<file path="src/rtl/cam_pkg.sv">
// -----------------------------------------------------------------------------
// cam_pkg
// Shared types and constants for the DVP camera emulator.
//   cam_state_t  : frame FSM states, stepped one line period at a time
//   PAT_*        : pattern_sel encodings (3 is reserved and renders as bars)
//   BAR_RGB      : RGB565 colour-bar values, left to right
// -----------------------------------------------------------------------------
package cam_pkg;

  typedef enum logic [2:0] {
    ST_IDLE,
    ST_VSYNC,
    ST_VBP,
    ST_ACTIVE,
    ST_VFP
  } cam_state_t;

  localparam logic [1:0] PAT_BARS    = 2'd0;
  localparam logic [1:0] PAT_COUNTER = 2'd1;
  localparam logic [1:0] PAT_SOLID   = 2'd2;

  // White, yellow, cyan, green, magenta, red, blue, black
  localparam logic [15:0] BAR_RGB [8] = '{
    16'hFFFF, 16'hFFE0, 16'h07FF, 16'h07E0,
    16'hF81F, 16'hF800, 16'h001F, 16'h0000
  };

endpackage

</file>
<file path="src/rtl/cam_pattern_gen.sv">
// -----------------------------------------------------------------------------
// cam_pattern_gen
// Combinational test-pattern byte generator; the top registers its output.
//   i_x     : pixel column within the active line
//   i_y     : active line index
//   i_bsel  : 0 = high byte of the RGB565 pixel, 1 = low byte
//   i_bar   : colour-bar index, maintained by the top as a sub-counter
//   i_mode  : latched pattern select
//   i_solid : latched RGB565 value for solid mode
//   o_byte  : byte to put on the DVP bus
// -----------------------------------------------------------------------------
module cam_pattern_gen
  import cam_pkg::*;
#(
  parameter int X_W = 10,
  parameter int Y_W = 10
) (
  input  logic [X_W-1:0] i_x,
  input  logic [Y_W-1:0] i_y,
  input  logic           i_bsel,
  input  logic [2:0]     i_bar,
  input  logic [1:0]     i_mode,
  input  logic [15:0]    i_solid,
  output logic [7:0]     o_byte
);

  logic [15:0] w_bar_pix;
  logic [7:0]  w_bar_byte;
  logic [7:0]  w_count;

  always_comb begin
    w_bar_pix  = BAR_RGB[i_bar];
    w_bar_byte = i_bsel ? w_bar_pix[7:0] : w_bar_pix[15:8];
    // {x, bsel} is the byte index within the line; the 8-bit sum wraps mod 256
    w_count    = 8'({i_x, i_bsel}) + 8'(i_y);
    case (i_mode)
      PAT_SOLID:   o_byte = i_bsel ? i_solid[7:0] : i_solid[15:8];
      PAT_COUNTER: o_byte = w_count;
      PAT_BARS:    o_byte = w_bar_byte;
      default:     o_byte = w_bar_byte;  // reserved encoding renders as bars
    endcase
  end

endmodule

</file>
<file path="src/rtl/cam_dvp_emu.sv">
// -----------------------------------------------------------------------------
// cam_dvp_emu
// DVP image-sensor emulator: streams RGB565 test frames (high byte first)
// as pclk / vsync / href / 8-bit data, all derived from sys_clk_i.
//   sys_clk_i     : system clock (pclk_o = sys_clk_i / 2)
//   sys_rst_i     : asynchronous active-low reset
//   enable_i      : frames stream while high; sampled only at frame boundaries
//   pattern_sel_i : 0 bars, 1 counter, 2 solid, 3 bars; latched per frame
//   solid_rgb_i   : RGB565 value for solid mode; latched per frame
//   pclk_o        : pixel clock
//   vsync_o       : frame sync, high during the VSYNC lines
//   href_o        : line valid, high for 2*H_ACTIVE pclk of each active line
//   cam_data_o    : pixel byte, zero while href_o is low
//   frame_done_o  : one sys_clk pulse on the last pclk fall of each frame
//   frame_cnt_o   : completed-frame counter, wraps
// -----------------------------------------------------------------------------
module cam_dvp_emu
  import cam_pkg::*;
#(
  parameter int H_ACTIVE    = 640,
  parameter int V_ACTIVE    = 480,
  parameter int H_BLANK     = 144,
  parameter int VSYNC_LINES = 3,
  parameter int V_BP_LINES  = 17,
  parameter int V_FP_LINES  = 10
) (
  input  logic        sys_clk_i,
  input  logic        sys_rst_i,
  input  logic        enable_i,
  input  logic [1:0]  pattern_sel_i,
  input  logic [15:0] solid_rgb_i,
  output logic        pclk_o,
  output logic        vsync_o,
  output logic        href_o,
  output logic [7:0]  cam_data_o,
  output logic        frame_done_o,
  output logic [15:0] frame_cnt_o
);

  localparam int LINE_P = 2 * H_ACTIVE + H_BLANK;
  localparam int H_W    = $clog2(LINE_P);
  localparam int V_W    = $clog2(VSYNC_LINES + V_BP_LINES + V_ACTIVE + V_FP_LINES + 1);
  localparam int X_W    = $clog2(H_ACTIVE);
  localparam int BAR_P  = H_ACTIVE / 4;          // pclk periods per colour bar
  localparam int B_W    = $clog2(BAR_P + 1);

  localparam logic [H_W-1:0] H_LAST    = H_W'(LINE_P - 1);
  localparam logic [H_W-1:0] H_HREF    = H_W'(2 * H_ACTIVE);
  localparam logic [B_W-1:0] BAR_LAST  = B_W'(BAR_P - 1);
  localparam logic [V_W-1:0] VS_LAST   = V_W'(VSYNC_LINES - 1);
  localparam logic [V_W-1:0] VBP_LAST  = V_W'(V_BP_LINES - 1);
  localparam logic [V_W-1:0] ACT_LAST  = V_W'(V_ACTIVE - 1);
  localparam logic [V_W-1:0] VFP_LAST  = V_W'(V_FP_LINES - 1);

  // Position registers describe what the output registers currently show.
  logic             r_ph;
  cam_state_t       r_state;
  logic [H_W-1:0]   r_hcnt;
  logic [V_W-1:0]   r_vcnt;
  logic [2:0]       r_bar;
  logic [B_W-1:0]   r_bar_cnt;
  logic [1:0]       r_mode;
  logic [15:0]      r_solid;
  logic             r_vsync;
  logic             r_href;
  logic [7:0]       r_data;
  logic             r_done;
  logic [15:0]      r_fcnt;

  logic             w_fall;
  logic             w_line_end;
  logic             w_last_line;
  cam_state_t       w_state_n;
  logic [H_W-1:0]   w_hcnt_n;
  logic [V_W-1:0]   w_vcnt_n;
  logic [2:0]       w_bar_n;
  logic [B_W-1:0]   w_bar_cnt_n;
  logic             w_latch;
  logic             w_done;
  logic             w_href_n;
  logic [7:0]       w_pat_byte;

  // A fall tick is the edge on which ph goes 1 -> 0.
  assign w_fall     = r_ph;
  assign w_line_end = (r_hcnt == H_LAST);

  always_comb begin
    case (r_state)
      ST_VSYNC:  w_last_line = (r_vcnt == VS_LAST);
      ST_VBP:    w_last_line = (r_vcnt == VBP_LAST);
      ST_ACTIVE: w_last_line = (r_vcnt == ACT_LAST);
      ST_VFP:    w_last_line = (r_vcnt == VFP_LAST);
      default:   w_last_line = 1'b0;
    endcase
  end

  // Next position: one pclk period per fall tick, one state per group of lines.
  always_comb begin
    w_state_n = r_state;
    w_hcnt_n  = r_hcnt;
    w_vcnt_n  = r_vcnt;
    w_latch   = 1'b0;
    w_done    = 1'b0;
    if (w_fall) begin
      if (r_state == ST_IDLE) begin
        if (enable_i) begin
          w_state_n = ST_VSYNC;
          w_hcnt_n  = '0;
          w_vcnt_n  = '0;
          w_latch   = 1'b1;
        end
      end else if (w_line_end) begin
        w_hcnt_n = '0;
        if (w_last_line) begin
          w_vcnt_n = '0;
          case (r_state)
            ST_VSYNC:  w_state_n = ST_VBP;
            ST_VBP:    w_state_n = ST_ACTIVE;
            ST_ACTIVE: w_state_n = ST_VFP;
            ST_VFP: begin
              // Frame boundary: the only point enable_i matters mid-stream.
              w_done = 1'b1;
              if (enable_i) begin
                w_state_n = ST_VSYNC;
                w_latch   = 1'b1;
              end else begin
                w_state_n = ST_IDLE;
              end
            end
            default:   w_state_n = ST_IDLE;
          endcase
        end else begin
          w_vcnt_n = r_vcnt + V_W'(1);
        end
      end else begin
        w_hcnt_n = r_hcnt + H_W'(1);
      end
    end
  end

  // Colour-bar index tracked with a sub-counter instead of dividing x.
  always_comb begin
    w_bar_n     = r_bar;
    w_bar_cnt_n = r_bar_cnt;
    if (w_fall) begin
      if (w_hcnt_n == '0) begin
        w_bar_n     = '0;
        w_bar_cnt_n = '0;
      end else if (r_bar_cnt == BAR_LAST) begin
        w_bar_n     = r_bar + 3'd1;
        w_bar_cnt_n = '0;
      end else begin
        w_bar_cnt_n = r_bar_cnt + B_W'(1);
      end
    end
  end

  assign w_href_n = (w_state_n == ST_ACTIVE) && (w_hcnt_n < H_HREF);

  cam_pattern_gen #(
    .X_W (X_W),
    .Y_W (V_W)
  ) u_pattern (
    .i_x     (w_hcnt_n[X_W:1]),
    .i_y     (w_vcnt_n),
    .i_bsel  (w_hcnt_n[0]),
    .i_bar   (w_bar_n),
    .i_mode  (r_mode),
    .i_solid (r_solid),
    .o_byte  (w_pat_byte)
  );

  always_ff @(posedge sys_clk_i or negedge sys_rst_i) begin
    if (!sys_rst_i) begin
      r_ph      <= 1'b0;
      r_state   <= ST_IDLE;
      r_hcnt    <= '0;
      r_vcnt    <= '0;
      r_bar     <= '0;
      r_bar_cnt <= '0;
      r_mode    <= PAT_BARS;
      r_solid   <= '0;
      r_vsync   <= 1'b0;
      r_href    <= 1'b0;
      r_data    <= '0;
      r_done    <= 1'b0;
      r_fcnt    <= '0;
    end else begin
      r_ph      <= ~r_ph;
      r_state   <= w_state_n;
      r_hcnt    <= w_hcnt_n;
      r_vcnt    <= w_vcnt_n;
      r_bar     <= w_bar_n;
      r_bar_cnt <= w_bar_cnt_n;
      r_done    <= w_done;
      if (w_done) begin
        r_fcnt <= r_fcnt + 16'd1;
      end
      if (w_latch) begin
        r_mode  <= pattern_sel_i;
        r_solid <= solid_rgb_i;
      end
      // Bus outputs move only on fall ticks so they are stable at pclk rise.
      if (w_fall) begin
        r_vsync <= (w_state_n == ST_VSYNC);
        r_href  <= w_href_n;
        r_data  <= w_href_n ? w_pat_byte : 8'h00;
      end
    end
  end

  assign pclk_o       = r_ph;
  assign vsync_o      = r_vsync;
  assign href_o       = r_href;
  assign cam_data_o   = r_data;
  assign frame_done_o = r_done;
  assign frame_cnt_o  = r_fcnt;

endmodule

</file>
<file path="config.mk">
export PLATFORM = sky130hd
export DESIGN_NAME = cam_dvp_emu
export DESIGN_NICKNAME = d
export VERILOG_FILES = /design/src/rtl/cam_pkg.sv /design/src/rtl/cam_pattern_gen.sv /design/src/rtl/cam_dvp_emu.sv
export SDC_FILE = /design/constraint.sdc
export NUM_CORES = 1
export LEC_CHECK = 0
export CAP_MARGIN = 20
export CORE_ASPECT_RATIO = 1.75
export CORE_MARGIN = 2
export CORE_UTILIZATION = 52
export DETAILED_ROUTE_END_ITERATION = 8
export GPL_TIMING_DRIVEN = 0
export PLACE_DENSITY = 0.89
export SLEW_MARGIN = 25
export SYNTH_ARGS = -nofsm -noshare
export SYNTH_HDL_FRONTEND = slang
export SYNTH_SLANG_ARGS = --single-unit
</file>
<file path="constraint.sdc">
create_clock -name sys_clk_i -period 4.2 [get_ports sys_clk_i]
set_clock_uncertainty 0.15 [all_clocks]
set_input_delay 0.42 -clock sys_clk_i [delete_from_list [all_inputs] [get_ports sys_clk_i]]
set_output_delay 0.42 -clock sys_clk_i [all_outputs]
set_load 0.01 [all_outputs]
</file>
==> results of run 1 <==
==> worst min path at each step <==
stage,cells after the start,endpoint,from
4_1_cts,1,frame_cnt_o[15],frame_cnt_o[15]
2_1_floorplan,0,cam_data_o[0],sys_rst_i
5_1_grt,1,frame_cnt_o[15],frame_cnt_o[15]
3_3_place_gp,1,frame_cnt_o[15],frame_cnt_o[15]
3_5_place_dp,1,frame_cnt_o[0],sys_rst_i
6_report,1,frame_cnt_o[15],frame_cnt_o[15]
==> per-layer routing <==
metal,wire length [um],GRT usage [%]
met5,0,0
met4,784,17.9
met3,545,5.09
met2,7160,48.5
met1,4580,29.1
==> synth_stat cells (7+ instances only) <==
cell and count:
a221oi_1 7, inv_1 21, xor2_1 13, a21oi_1 10
dfrtp_1 80, mux2_2 21, nor2_1 28, o21ai_0 32
nor3_1 12, o31ai_1 9, nand3_1 20, nand4_1 7
or3_1 8, nand2_1 66, clkbuf_1 12, ha_1 14
xnor2_1 13
==> power breakdown <==
part / switching (uW) / internal [uW]
Combinational: 488 / 378
Clock: 309 / 518
Sequential: 124 / 905
==> metrics by stage <==
stage               util (%)  worst slack (ns)  total power [uW]  std cells  TNS, ns
floorplan                  -            0.0179              1570        483        0
global placement        60.8            -0.895              1740        648   -12.45
detailed placement      61.1            -0.715              1800        649    -2.43
CTS                     66.0            0.0107              2650        666        0
global route            68.0            -0.154              2860        677   -0.273
finish                  68.0            -0.139              2720        677   -0.139
==> worst max-delay path: cells and delay by family (launching register included) <==
family	cells	cell delay [ns]
compound gates	6	1.18
xor+xnor	1	0.15
fa+ha+maj	2	0.67
buf+inv	2	0.24
flops	1	0.45
simple gates	4	1.37
==> cell families after synthesis <==
group           count (synthesis)  synth area share (%)
fa+ha+maj                      15                  4.20
xor+xnor                       27                  5.39
mux                            22                  5.31
buf+inv                        46                  4.20
flops                          80                  43.1
compound gates                110                  17.5
simple gates                  183                  20.2
==> state kept, by name (all words and copies together), names as in the netlist <==
signal and cells:
cam_data_o 8, frame_cnt_o 16, frame_done_o 1, href_o 1, pclk_o 1, r_bar 3
r_bar_cnt 8, r_hcnt 11, r_mode 2, r_solid 16, r_state 3, r_vcnt 9
vsync_o 1
==> cell type report <==
cell class | instances | share of cell area [%]
Multi-Input combinational cell | 357 | 44.1
Inverter | 22 | 1.40
Buffer | 18 | 1.59
Timing Repair Buffer | 68 | 11.0
Tap cell | 117 | 2.48
Clock buffer | 10 | 3.88
Clock inverter | 5 | 1.40
Sequential cell | 80 | 34.1
==> what timing repair did <==
item | 4_1_cts | 5_1_grt
pin swaps | 6 | 18
gates resized for setup | 16 | 26
hold buffers | 1 | 0
setup endpoints to repair | 5 | 4
endpoints found under the hold margin | 23 | 0
setup buffers | 4 | 14
==> results_dict.tcl, run 1 <==
set metrics [dict create \
    antenna_left 0 \
    arrival_ns 4.41 \
    rr_startpoint "r_hcnt[6]" \
    worstReg2RegEnd "cam_data_o[6]" \
    synth_edf_count 0 \
    synth_ff_type "dfrtp_1" \
    crit_end "cam_data_o[6]" \
    syn_inst 483 \
    post_drt_wl_per_cell_um 19.3 \
    outcome "finished with violations" \
    syn_area_um2 4640 \
    final_common_cell "dfrtp_1" \
    post-route-cell-area_um2 5900 \
    slew_violations 0 \
    clock_sinks 80 \
    reg2reg_setup_slack_ns -0.14 \
    final-seq-area_um2 2010 \
    io_buffers 48 \
    tightest_slew_ns 0.650 \
    first_iter_violations 354 \
    layout_setup_ws_ns -0.139 \
    clock_latency_ns 0.34 \
    avgViaCountPerCell 6.22 \
    rows 45 \
    syn2layout_area_growth_pct 27.0 \
    dr.pass1.iters 7 \
    track_usage_pct 27.7 \
    multi_input_area_um2 2600 \
    timing.critical_path.from_type "flop" \
    n_antenna_cell 0 \
    r2r_cells 15 \
    synthTopCellsByArea "dfrtp_1 (43%), nand2_1 (5.3%), mux2_2 (5.1%), ha_1 (3.8%), o21ai_0 (3.5%)" \
    setup_violations 1 \
    maxCapViolCount 0 \
    ios 49 \
    placed_area_um2 5300 \
    leakage_uw 0.00261 \
    grt_pass1_wl_mm 20.4 \
    dp_hpwl_mm 8.67 \
    path_cells "or4b_4, or3_4, buf_4, o31ai_1, ha_2, inv_1, fa_2, nor2b_1, o21ai_0, nand2b_1, a21o_1, a21oi_2, xnor2_2, a221oi_2, o2bb2ai_1" \
    clockRootBuffer "clkbuf_16" \
    maxSlewHeadroom_pct 56.3 \
    end_kind "flop" \
    tritoncts "done" \
    vias 4208 \
    period_share_pct 103 \
    criticalPathCategory "reg2reg" \
    startpoint "r_hcnt[6]" \
    cpPeakStageDelay_ns 0.57 \
    drive_gt1_share_pct 19.1 \
    async_reset_ff_share_pct 100 \
    nFillCells 612 \
    initial_utilization_pct 53.5 \
    clkTransAtPathRegs_ns 0.06 \
    yosysTopAreaCell "dfrtp_1" \
    cp.required_ns 4.27 \
    die-width_um 75.4 \
    layout_common_cells "dfrtp_1 (75), nand2_1 (65), clkdlybuf4s50_1 (47), o21ai_0 (30), nor2_1 (27)" \
    cts.path.max_buffers 2 \
    grt_antenna_before_repair 0 \
    fin_hold_ws_ns 0.331 \
    period_needed_ns 4.34 \
    grt_pass1_vias 4321 \
    drt_wl_total_mm 13.1 \
    violations "design-rule violations, negative setup slack" \
    cts_buffers 9 \
    synth_warnings 0 \
    avgSynthCellArea_um2 9.61 \
    gp_congestion 0.897 \
    synth_seq_cells 80 \
    syn-num-nets 519 \
    peakVddDrop_mv 0.405 \
    finalNetCount 592 \
    fp.coreArea_um2 8670 \
    synth_top_area_share_pct 43.1 \
    cp_max_fo 6 \
    synth_cell_types 69 \
    grt_overflow 0 \
    htree_levels 3 \
    grt_max_degree 58 \
    die_area_um2 9730 \
    fp.dieH_um 129 \
    powerDensity_nw_per_um2 462 \
    hold_violations 0 \
    drc 1 \
    hold_path_class "reg2reg" \
    yosysSeqAreaShare_pct 43.1 \
    slowest_stage "or4b_4" \
    fmax_mhz 230 \
]
Power figures use the tool's default switching activity.
==> inputs of run 2 (changes only) <==
- MAX_ROUTING_LAYER: default -> met4
==> results_dict.tcl, run 2 (synthesis results as in run 1) <==
set metrics [dict create \
    hold_depth 1 \
    grt_overflow 0 \
    placed_area_um2 5300 \
    fp.coreArea_um2 8670 \
    avgViaCountPerCell 6.25 \
    cts.path.max_buffers 2 \
    setup_violations 2 \
    clkPwrFrac_pct 31.1 \
    fin_tns_setup_ns -0.187 \
    initial_utilization_pct 53.5 \
    io_buffers 48 \
    clock_latency_ns 0.35 \
    slew_violations 0 \
    clkTransAtPathRegs_ns 0.06 \
    peakVddDrop_mv 0.409 \
    rr_startpoint "r_hcnt[6]" \
    post_drt_wl_per_cell_um 19.2 \
    die_area_um2 9730 \
    cp.required_ns 4.26 \
    grt_pass1_vias 4267 \
    antenna_left 0 \
    grt_antenna_before_repair 0 \
    cp_max_fo 6 \
    reg2reg_setup_slack_ns -0.11 \
    layout_common_cells "dfrtp_1 (76), nand2_1 (65), clkdlybuf4s50_1 (47), o21ai_0 (28), nor2_1 (27)" \
    drive_gt1_share_pct 18.5 \
    criticalPathCategory "reg2reg" \
    startpoint "r_hcnt[6]" \
    syn2layout_area_growth_pct 26.5 \
    fmax_mhz 232 \
    layout_setup_ws_ns -0.114 \
    maxCapViolCount 0 \
    clock_sinks 80 \
    fp.dieH_um 129 \
    hold_path_class "reg2reg" \
    vias 4251 \
    period_needed_ns 4.31 \
    post-route-util_pct 67.7 \
    hold_violations 0 \
    combPwrFrac_pct 31.6 \
    tightest_slew_ns 0.744 \
    dp_hpwl_mm 8.65 \
    hold_end "frame_cnt_o[15]" \
    leakage_uw 0.00260 \
    end_kind "flop" \
    worstHoldStart "frame_cnt_o[15]" \
    switching_power_uw 936 \
    dr.pass1.iters 7 \
    seqPwrFrac_pct 37.3 \
    place_inst 649 \
    outcome "finished with violations" \
    violations "negative setup slack" \
    htree_levels 3 \
    drc 0 \
    timing.critical_path.from_type "flop" \
    n_antenna_cell 0 \
    rsz0062_at_grt "yes" \
    internal_power_uw 1820 \
    gp_congestion 0.923 \
    drt_wl_total_mm 13.0 \
    r2r_cells 18 \
    ios 49 \
    powerDensity_nw_per_um2 469 \
    cts_buffers 9 \
    grt_pass1_wl_mm 20.4 \
    arrival_ns 4.37 \
    track_usage_pct 28.5 \
    rows 45 \
    finalNetCount 594 \
    clockRootBuffer "clkbuf_16" \
    fin_cells 680 \
    period_share_pct 103 \
    tritoncts "done" \
    first_iter_violations 389 \
    worstReg2RegEnd "cam_data_o[6]" \
    maxSlewHeadroom_pct 50.0 \
    final_common_cell "dfrtp_1" \
    grt_max_degree 58 \
    post-route-cell-area_um2 5870 \
    die-width_um 75.4 \
    swShare_pct 34.0 \
    place_ws_ns -0.704 \
]
-- run 2: cell count changes in the layout (fill, tap and decap cells not counted), sizes merged --
cell	change
clkinvlp	+1
buf	+1
inv	+1
-- run 2: critical path, cell delays in order, from the launching register on --
cell and delay [ns]:
dfrtp_2 0.44, or4b_4 0.57, or3_1 0.37, buf_6 0.14
a211oi_4 0.24, nand3_2 0.16, nand2_4 0.12, buf_4 0.14
o21ai_0 0.12, nand2_1 0.12, o41ai_1 0.13, ha_1 0.38
o21ai_1 0.12, nand2b_1 0.11, a21o_1 0.20, a21oi_2 0.15
xnor2_1 0.08, a221oi_1 0.31, o2bb2ai_1 0.12
-- run 2: through the flow --
stage / hold slack, ns / power [uW]
6_report: 0.333 / 2750
5_1_grt: 0.342 / 2880
4_1_cts: 0.333 / 2680
3_5_place_dp: 0.200 / 1790
3_3_place_gp: 0.306 / 1740
2_1_floorplan: -0.0256 / 1570
-- run 2: what timing repair did --
action / in CTS / in global routing
pin swaps: 7 / 14
hold buffers: 1 / 0
buffers inserted: 6 / 12
gates resized for setup: 16 / 21
endpoints found under the hold margin: 23 / 0
setup endpoints to repair: 7 / 4
-- run 2: routing by layer --
layer	wire, um	vias to the layer above	GRT usage [%]
met5	0	-	-
li1	-	1896	-
met1	4600	2078	30.2
met4	872	0	15.5
met2	6920	201	49.0
met3	627	76	4.46
-- run 2: power by group through the flow --
stage / clock network [uW] / logic, uW / registers [uW]
floorplan: 0 / 573 / 997
global placement: 0 / 719 / 1020
detailed placement: 0 / 763 / 1030
CTS: 853 / 802 / 1020
global route: 893 / 950 / 1040
finish: 855 / 870 / 1030
-- run 2: layout make-up --
cell class / count / area (um2)
buffer: 20 / 109
clock buffer: 9 / 225
clock inverter: 7 / 95.1
fill: 628 / 2800
inverter: 22 / 82.6
multi-input combinational: 357 / 2550
sequential: 80 / 2010
tap: 117 / 146
timing repair buffer: 68 / 651
-- run 2: how the worst max path moves through the flow --
stage	to	depth (start not counted)
finish	cam_data_o[6]	18
detailed placement	cam_data_o[6]	18
floorplan	cam_data_o[5]	18
CTS	cam_data_o[5]	17
global route	cam_data_o[6]	19
global placement	cam_data_o[6]	18
